File: config.mk
export PLATFORM = sky130hd
export DESIGN_NAME = delay_pipe_sched_flat
export DESIGN_NICKNAME = d
export VERILOG_FILES = /design/src/rtl/delay_pipe_sched_if.sv /design/src/rtl/delay_pipe_sched.sv /design/src/flat_wrapper.sv
export SDC_FILE = /design/constraint.sdc
export NUM_CORES = 1
export LEC_CHECK = 0
export CORE_ASPECT_RATIO = 1.2
export CORE_MARGIN = 2
export CORE_UTILIZATION = 40
export CTS_CLUSTER_SIZE = 10
export DETAILED_ROUTE_END_ITERATION = 10
export PLACE_DENSITY_LB_ADDON = 0.12
export SYNTH_ARGS = -nofsm -noshare
export SYNTH_HDL_FRONTEND = slang
export SYNTH_SLANG_ARGS = --single-unit
File: constraint.sdc
create_clock -name clk -period 2.3 [get_ports clk]
set_input_delay 0.46 -clock clk [delete_from_list [all_inputs] [get_ports clk]]
set_output_delay 0.46 -clock clk [all_outputs]
set_load 0.01 [all_outputs]
File: src/rtl/delay_pipe_sched_if.sv
// delay_pipe_sched_if: request/response bundle between the requesters and delay_pipe_sched.
interface delay_pipe_sched_if #(
    parameter int R = 4,
    parameter int N = 5,
    parameter int W = 32
);
    logic [R-1:0]           req_vld;
    logic [R*W-1:0]         req_dat;
    logic [R-1:0]           req_ack;
    logic [R-1:0]           rsp_vld_r;
    logic [W-1:0]           rsp_dat_r;
    logic [$clog2(N+1)-1:0] inflight_r;
    logic                   busy;
    modport master (output req_vld, req_dat, input req_ack, rsp_vld_r, rsp_dat_r, inflight_r, busy);
    modport slave  (input req_vld, req_dat, output req_ack, rsp_vld_r, rsp_dat_r, inflight_r, busy);
endinterface

File: src/rtl/delay_pipe_sched.sv
// delay_pipe_sched: round-robin shared N-cycle delay pipe returning results to R requesters.
// Define DELAY_PIPE_SCHED_CREDIT_EN to cap each requester at C outstanding entries.
module delay_pipe_sched #(
    parameter int R = 4,
    parameter int N = 5,
    parameter int W = 32,
    parameter int C = 2
) (
    input logic               clk,
    input logic               rst_n,
    delay_pipe_sched_if.slave pif
);
    localparam int PW = $clog2(R);
    localparam int IW = $clog2(N + 1);

    logic [R-1:0]  elig;
    logic          gnt;
    logic [PW-1:0] gnt_id;
    logic [PW-1:0] j;
    logic [W-1:0]  gnt_dat;
    logic [PW-1:0] prio_q, prio_d;
    logic          lst_vld;
    logic [PW-1:0] lst_id;
    logic [W-1:0]  lst_dat;
    logic [R-1:0]  rsp_vld_q, rsp_vld_d;
    logic [W-1:0]  rsp_dat_q, rsp_dat_d;
    logic [IW-1:0] inflight_q, inflight_d;

    // Scanning downward lets the highest-priority eligible requester win the last write.
    always_comb begin
        gnt     = 1'b0;
        gnt_id  = '0;
        j       = '0;
        gnt_dat = '0;
        for (int k = R - 1; k >= 0; k--) begin
            j = PW'((int'(prio_q) + k) % R);
            if (elig[j]) begin
                gnt    = 1'b1;
                gnt_id = j;
            end
        end
        for (int k = 0; k < R; k++) begin
            if (gnt_id == PW'(k)) gnt_dat = pif.req_dat[k*W +: W];
        end
    end

    assign pif.req_ack = (rst_n && gnt) ? R'(1) << gnt_id : '0;

    // The response registers form the last stage, so stages 0..N-2 live here.
    if (N > 1) begin : g_pipe
        logic [N-2:0]  vld_q;
        logic [PW-1:0] id_q  [N-1];
        logic [W-1:0]  dat_q [N-1];
        always_ff @(posedge clk or negedge rst_n) begin
            if (!rst_n) begin
                vld_q <= '0;
                for (int k = 0; k < N - 1; k++) begin
                    id_q[k]  <= '0;
                    dat_q[k] <= '0;
                end
            end else begin
                vld_q[0] <= gnt;
                if (gnt) begin
                    id_q[0]  <= gnt_id;
                    dat_q[0] <= gnt_dat;
                end
                for (int k = 1; k < N - 1; k++) begin
                    vld_q[k] <= vld_q[k-1];
                    id_q[k]  <= id_q[k-1];
                    dat_q[k] <= dat_q[k-1];
                end
            end
        end
        assign lst_vld = vld_q[N-2];
        assign lst_id  = id_q[N-2];
        assign lst_dat = dat_q[N-2];
    end else begin : g_direct
        assign lst_vld = gnt;
        assign lst_id  = gnt_id;
        assign lst_dat = gnt_dat;
    end

    always_comb begin
        rsp_vld_d  = lst_vld ? R'(1) << lst_id : '0;
        rsp_dat_d  = lst_vld ? lst_dat : rsp_dat_q;
        inflight_d = inflight_q + IW'(gnt) - IW'(|rsp_vld_q);
        prio_d     = !gnt ? prio_q : (gnt_id == PW'(R - 1)) ? '0 : gnt_id + 1'b1;
    end

    always_ff @(posedge clk or negedge rst_n) begin
        if (!rst_n) begin
            prio_q     <= '0;
            rsp_vld_q  <= '0;
            rsp_dat_q  <= '0;
            inflight_q <= '0;
        end else begin
            prio_q     <= prio_d;
            rsp_vld_q  <= rsp_vld_d;
            rsp_dat_q  <= rsp_dat_d;
            inflight_q <= inflight_d;
        end
    end

    assign pif.rsp_vld_r  = rsp_vld_q;
    assign pif.rsp_dat_r  = rsp_dat_q;
    assign pif.inflight_r = inflight_q;
    assign pif.busy       = inflight_q != '0;

`ifdef DELAY_PIPE_SCHED_CREDIT_EN
    localparam int CW = $clog2(C + 1);
    logic [CW-1:0] credit_q [R];
    logic [CW-1:0] credit_d [R];
    always_comb begin
        for (int k = 0; k < R; k++) begin
            credit_d[k] = credit_q[k] + CW'(rsp_vld_q[k]) - CW'(gnt && gnt_id == PW'(k));
            elig[k]     = pif.req_vld[k] && credit_q[k] != '0;
        end
    end
    always_ff @(posedge clk or negedge rst_n) begin
        for (int k = 0; k < R; k++) begin
            if (!rst_n) credit_q[k] <= CW'(C);
            else        credit_q[k] <= credit_d[k];
        end
    end
    for (genvar g = 0; g < R; g++) begin : g_credit_chk
        assert property (@(posedge clk) disable iff (!rst_n) credit_q[g] <= CW'(C))
            else $fatal(1, "credit overflow on requester %0d", g);
    end
`else
    assign elig = pif.req_vld;
`endif

    // Misconfigured parameters trip on the first clock instead of silently misbehaving.
    if (R < 2 || N < 1 || C < 1 || C > N) begin : g_bad_cfg
        assert property (@(posedge clk) 1'b0) else $fatal(1, "bad delay_pipe_sched parameters");
    end
endmodule

File: src/flat_wrapper.sv
// flat-port wrapper written by rule: the top's interface ports become plain ports
module delay_pipe_sched_flat 
#(
    parameter int R = 4,
    parameter int N = 5,
    parameter int W = 32,
    parameter int C = 2
)
  (clk, rst_n, pif_req_vld, pif_req_dat, pif_req_ack, pif_rsp_vld_r, pif_rsp_dat_r, pif_inflight_r, pif_busy);
  delay_pipe_sched_if #(.R(R), .N(N), .W(W)) pif_i ();
  input logic clk;
  input logic rst_n;
  input wire logic [$bits(pif_i.req_vld)-1:0] pif_req_vld;
  input wire logic [$bits(pif_i.req_dat)-1:0] pif_req_dat;
  output wire logic [$bits(pif_i.req_ack)-1:0] pif_req_ack;
  output wire logic [$bits(pif_i.rsp_vld_r)-1:0] pif_rsp_vld_r;
  output wire logic [$bits(pif_i.rsp_dat_r)-1:0] pif_rsp_dat_r;
  output wire logic [$bits(pif_i.inflight_r)-1:0] pif_inflight_r;
  output wire logic [$bits(pif_i.busy)-1:0] pif_busy;
  assign pif_i.req_vld = pif_req_vld;
  assign pif_i.req_dat = pif_req_dat;
  assign pif_req_ack = pif_i.req_ack;
  assign pif_rsp_vld_r = pif_i.rsp_vld_r;
  assign pif_rsp_dat_r = pif_i.rsp_dat_r;
  assign pif_inflight_r = pif_i.inflight_r;
  assign pif_busy = pif_i.busy;
  delay_pipe_sched #(.R(R), .N(N), .W(W), .C(C)) u_core (.clk(clk), .rst_n(rst_n), .pif(pif_i));
endmodule
==> impl_metrics.yaml <==
critical_path:
  crit_fanout: 3
  cp_data_arrival_time_ns: 1.94
  max_stage_delay_ns: 0.41
  cp-start-kind: "register"
  cp_cell_sequence: "nor2b_4 -> o21a_1 -> or3_4 -> ha_4 -> and3_4 -> buf_6"
  cp-end-kind: "output pin"
  worstPathRequired_ns: 1.84
  critPathBufInv: 1
  crit_slowest_cell: "dfrtp_2"
  crit_type: "register to output pin"
  crit_family: "simple AND/OR/NAND/NOR gates"
routing:
  viasPerCell: 4.94
  vias: 4593
  final_antenna_net_count: 0
  drt_iter0_drc: 266
  routed_wl_um: 14900
  drc: 0
  first_pass_iters: 4
  wl_per_cell_um: 16.0
placed_design:
  dpl_cell_area_um2: 8740
  dp_hpwl_um: 10100
  gp_congestion: 0.721
  portBuffers: 177
sta:
  finalCritPeriodShare: 1.04
  slew_headroom: 0.434
  setup_viol: 4
  max_freq_ghz: 0.417
  finalCriticalPeriod_ns: 2.40
  rsz0062_at_grt: "true"
  fin_tns_setup_ns: -0.261
  hold_viol_final: 0
  tightest_slew_ns: 0.850
  fin_ws_ns: -0.0981
  final.setup_skew_ns: 0.0160
  drv_slew: 0
clocking:
  cts_buffer_depth: 2
  cts_max_level: 4
  cts_tree: "built"
  worstSkewPairLatency_ns: 0.42
  cts.sinks: 181
  root_buffer: "clkbuf_16"
  numCtsBuffers: 17
  cts.clk_slew.worst_paths_ns: 0.07
worst_hold_path:
  min-delay-path-class: "register to register"
run_status:
  violations: "setup timing"
  status: "finished with violations"
die:
  die-area_um2: 17900
  die_w_um: 122
  dieHeight_um: 146
  row_count: 51
  io_pins: 178
  core_area_um2: 16300
  start_util: 0.412
grt:
  grt_pass1_vias: 4851
  grt_antenna_before_repair: 0
  overflow: 0
  grt_max_degree: 72
  track_usage: 0.173
  grt_pass1_wl_um: 23900
synthesis:
  syn_area_per_cell_um2: 12.9
  synth.distinct_cells: 32
  synth_common_cells: "dfrtp_1 (181), inv_1 (39), nor2_1 (35)"
  synth_nets: 661
  synth_seq_cells: 181
  yosys_warnings: 0
  synth_flop_cell: "dfrtp_1"
  synth_area_leaders: "dfrtp_1 (67%), mux2_2 (5.4%), a221o_1 (4.8%)"
  synth_area_leader_cell: "dfrtp_1"
  synthCells: 520
  synth.most_common_cell: "dfrtp_1"
  ys_seq_area_frac: 0.673
  synth_area_um2: 6730
  synth_edf_count: 0
  synth_top_area_share: 0.673
  async_reset_ff_frac: 1.00
finish:
  drive_gt1_frac: 0.156
  final_cell_area_um2: 9460
  syn2layout_area_growth_pct: 40.7
  regArea_um2: 4530
  fin_nets: 845
  diodes: 0
  multiInputGateArea_um2: 1950
  final_core_util: 0.579
  nFillCells: 1384
power_and_ir_drop:
  p_per_area_nw_per_um2: 1240
  power_w: 0.0117
  power_leakage_nw: 4.16
  vdd_drop_max_mv: 0.570
run:
  max_cap_violations: 0
final cells by class:
type,count,share of cell area
clock buffer,19,0.0458
clock inverter,13,0.0156
inverter,39,0.0155
multi-input combinational,263,0.206
sequential,181,0.479
tap,212,0.0280
timing repair buffer,202,0.210
registers in the layout, indices dropped and copies added, names as in the netlist:
name	cells
u_core.g_pipe.dat_q	96
u_core.lst_dat	32
u_core.pif.rsp_dat_r	32
u_core.g_pipe.id_q	6
u_core.g_pipe.vld_q	4
u_core.pif.rsp_vld_r	4
u_core.pif.inflight_r	3
u_core.lst_id	2
u_core.prio_q	2
worst paths after layout:
check / start / end / slack (ns) / cells past startpoint
worst max-delay path: u_core.prio_q[0] / pif_req_ack[2] / -0.1 / 6
worst min-delay path: u_core.g_pipe.dat_q[42] / u_core.lst_dat[10] / 0.35 / 0
worst max register to register: u_core.prio_q[1] / u_core.g_pipe.dat_q[103] / 0.02 / 9
worst min register to register: u_core.g_pipe.dat_q[42] / u_core.lst_dat[10] / 0.35 / 0
max in group asynchronous: rst_n / u_core.pif.rsp_dat_r[4] / 0.35 / 4
min in group asynchronous: rst_n / u_core.g_pipe.dat_q[34] / 0.43 / 2
report_power, final:
group,leakage (nW),internal [W],switching (W)
clock,0.265,0.00161,0.00119
sequential,2.20,0.00469,0.000594
combinational,1.70,0.00200,0.00164
total,4.16,0.00830,0.00342
cell families after synthesis:
| family | after synthesis | synth area share |
|---|---|---|
| buf+inv | 76 | 0.0538 |
| simple gates | 118 | 0.0913 |
| flops | 181 | 0.673 |
| fa+ha+maj | 7 | 0.0141 |
| compound gates | 103 | 0.109 |
| xor+xnor | 2 | 0.00261 |
| mux | 33 | 0.0558 |
what timing repair did:
action / CTS / global route
hold buffers: 1 / 0
cloned: 0 / 0
pin swaps: 8 / 0
endpoints found under the hold margin: 4 / 0
gates resized for setup: 43 / 3
buffers inserted: 2 / 0
endpoints found under the setup margin: 36 / 36
cells in the final DEF (no fill, tap or decap), types with 3 or more instances in the layout:
cell type / Yosys / layout
nor2_1: 35 / 34
inv_6: 0 / 3
inv_1: 39 / 39
clkdlybuf4s50_1: 0 / 168
ha_4: 0 / 3
clkinvlp_4: 0 / 6
and3_4: 0 / 4
nand2_1: 34 / 34
buf_4: 0 / 22
nand3b_1: 32 / 32
a31oi_1: 32 / 32
a221o_1: 32 / 32
a21oi_1: 34 / 32
dlygate4sd2_1: 0 / 4
mux2_2: 32 / 32
dfrtp_1: 181 / 179
clkbuf_16: 0 / 17
buf_6: 8 / 5
per-layer routing:
metal | share of wire | wire length, um | GRT usage
met1 | 0.42 | 6310 | 0.212
met2 | 0.50 | 7440 | 0.293
met3 | 0.059 | 876 | 0.0473
met4 | 0.017 | 251 | 0.0575
met5 | 0 | 0 | 0
through the flow:
step	instances	hold WS [ns]	setup WS [ns]
3_3_place_gp	894	0.291	-0.693
5_1_grt	929	0.347	-0.164
2_1_floorplan	520	0.164	0.00636
4_1_cts	929	0.347	-0.135
6_report	929	0.345	-0.0981
3_5_place_dp	894	0.290	-0.717
No activity file was read; power rests on OpenSTA's default activity.
==> edit (config.mk and constraints unchanged) <==
`W` is set to 32 in 3 places; all go to 64.
--- a/src/rtl/delay_pipe_sched_if.sv
+++ b/src/rtl/delay_pipe_sched_if.sv
@@ -4,3 +4,3 @@
     parameter int N = 5,
-    parameter int W = 32
+    parameter int W = 64
 );
--- a/src/rtl/delay_pipe_sched.sv
+++ b/src/rtl/delay_pipe_sched.sv
@@ -5,3 +5,3 @@
     parameter int N = 5,
-    parameter int W = 32,
+    parameter int W = 64,
     parameter int C = 2
--- a/src/flat_wrapper.sv
+++ b/src/flat_wrapper.sv
@@ -5,3 +5,3 @@
     parameter int N = 5,
-    parameter int W = 32,
+    parameter int W = 64,
     parameter int C = 2
Interface: changed (resized pif_req_dat and pif_rsp_dat_r); port bits go from 178 to 338. No check against the original RTL was run, so the function may have changed too.
==> edit against the original RTL <==
- the flow still finishes with violations (setup timing)
- setup slack worse by 0.087 ns
- total power is 88% higher
- routed wire length is 99% higher
- area after synthesis grew 85%
- utilization up 0.098 points
- sequential cell count is 160 higher
- final area increased by 87%
- worst hold slack worse by 0.011 ns
- largest power group unchanged
==> edit: results (changes against the original RTL) <==
stage	metric	value	unit	change
status	outcome	complete, but fails checks		unchanged
status	failed_checks	setup timing		unchanged
clock_network	cts_buffer_depth	3		was 2
timing	worst_pin_slew	0.851	ns	was 0.850 ns
yosys	synth_compound_area_share	13.2	%	was 10.9%
clock_network	cts_made_buffers	40		was 17
yosys	synthXorXnorAreaFrac	0.140	%	was 0.260%
place	gp_congestion	0.830		was 0.721
clock_network	insertion_delay	0.51	ns	was 0.42 ns
critical_path	crit_path_max_fanout	4		was 3
yosys	yosysUniqueCellTypes	31		was 32
place	dp_hpwl	19000	um	was 10100 um
critical_path	worst-r2r-cell-count	8		was 9
layout	drive_gt1_share	13.1	%	was 15.6%
drt	detail_route.iter0.violations	331		was 266
place	placed_area	16400	um2	was 8740 um2
global_routing	grt_start_max_net_pins	135		was 72
timing	setup_violations	4		unchanged
timing	finClkSkew	0.0144	ns	was 0.0160 ns
yosys	synth.mux.area_fraction	5.78	%	was 5.58%
critical_path	crit_start	pif_req_vld[0]		was u_core.prio_q[0]$_DFFE_PN0N_
timing	fin_setup_tns	-0.560	ns	was -0.261 ns
place	pre_cts_slack	-0.773	ns	was -0.717 ns
critical_path	cpMaxStageDelayCell	or3_4		was dfrtp_2
global_routing	first_global_vias	8755		was 4851
global_routing	grt_pass1_wl	44600	um	was 23900 um
power_and_ir_drop	total_leakage_power	7.78	nW	was 4.16 nW
yosys	syn-num-nets	1242		was 661
timing	fin_ws	-0.185	ns	was -0.0981 ns
yosys	synthAdderAreaFrac	0.762	%	was 1.41%
yosys	synth.top_cells.by_count	dfrtp_1, a21oi_1, inv_1, nor2_1		was dfrtp_1, inv_1, nor2_1, a21oi_1, nand2_1
critical_path	cp.arrival	2.03	ns	was 1.94 ns
power_and_ir_drop	p_sw	6.26	mW	was 3.42 mW
yosys	async_flop_share	100	%	unchanged
place	post-place-cells	1664		was 894
power_and_ir_drop	peakVddDrop	0.000593	V	was 0.000570 V
global_routing	grtUsageTotal	17.3	%	about the same
yosys	yosys-top-cells-area	dfrtp_1, a21oi_1, mux2_2		was dfrtp_1, mux2_2, a221o_1
yosys	yosysSeqAreaShare	68.4	%	was 67.3%
edit: final cells by class:
cell class	instances	area (um2)
clock inverter	1	8.76
clock buffer	43	1030
fill	2556	12800
tap	396	495
multi-input combinational	491	3500
sequential	341	8540
timing repair buffer	379	3890
inverter	70	263
edit: how the worst min path moves through the flow:
stage | from | endpoint | slack, ns | cells after the start
6_report | u_core.g_pipe.dat_q[164]$_DFF_PN0_ | u_core.g_pipe.dat_q[100]$_DFF_PN0_ | 0.33 | 0
5_1_grt | u_core.g_pipe.dat_q[164]$_DFF_PN0_ | u_core.g_pipe.dat_q[100]$_DFF_PN0_ | 0.34 | 0
4_1_cts | u_core.g_pipe.dat_q[163]$_DFF_PN0_ | u_core.g_pipe.dat_q[99]$_DFF_PN0_ | 0.33 | 0
3_5_place_dp | rst_n | u_core.pif.rsp_vld_r[1]$_DFF_PN0_ | 0.28 | 1
3_3_place_gp | rst_n | u_core.pif.rsp_vld_r[1]$_DFF_PN0_ | 0.28 | 1
2_1_floorplan | rst_n | u_core.g_pipe.dat_q[100]$_DFF_PN0_ | 0.16 | 0
edit: layer usage:
metal	share of wire, %	track usage [%]	routed length, um
met5	0	0	0
met4	2.8	5.93	820
met3	6.2	4.43	1840
met2	51	30.2	15100
met1	40	20.8	11900
edit: repair_timing:
action,CTS,global route
hold buffers,1,0
pin swaps,9,7
setup buffers,8,0
endpoints found under the setup margin,68,69
resized for setup,41,14
hold endpoints to repair,11,0
cloned,0,4
edit: power by group through the flow:
stage | clock (mW) | sequential, mW | combinational, mW
6_report | 5.21 | 9.89 | 6.93
5_1_grt | 5.65 | 10.2 | 7.52
4_1_cts | 5.40 | 9.95 | 6.67
3_5_place_dp | 0 | 10.0 | 6.48
3_3_place_gp | 0 | 9.92 | 6.41
2_1_floorplan | 0 | 10.0 | 3.29
edit: logic make-up (layout without fill, tap and decap cells):
kind of cell / count (synthesis) / in the layout
muxes: 64 / 64
AOI/OAI and AO/OA: 263 / 263
adders and majority gates: 7 / 7
xor gates and xnor gates: 2 / 2
buffers and inverters: 141 / 493
DFF: 341 / 341
and+or+nand+nor: 155 / 155
edit: worst register-to-register path, stage by stage, from the launching register on:
cell       delay [ns]
dfrtp_1          0.41
buf_6            0.13
o21a_4           0.12
or3_4            0.40
ha_4             0.17
buf_4            0.21
clkbuf_16        0.24
a221o_1          0.35
a21oi_1          0.16
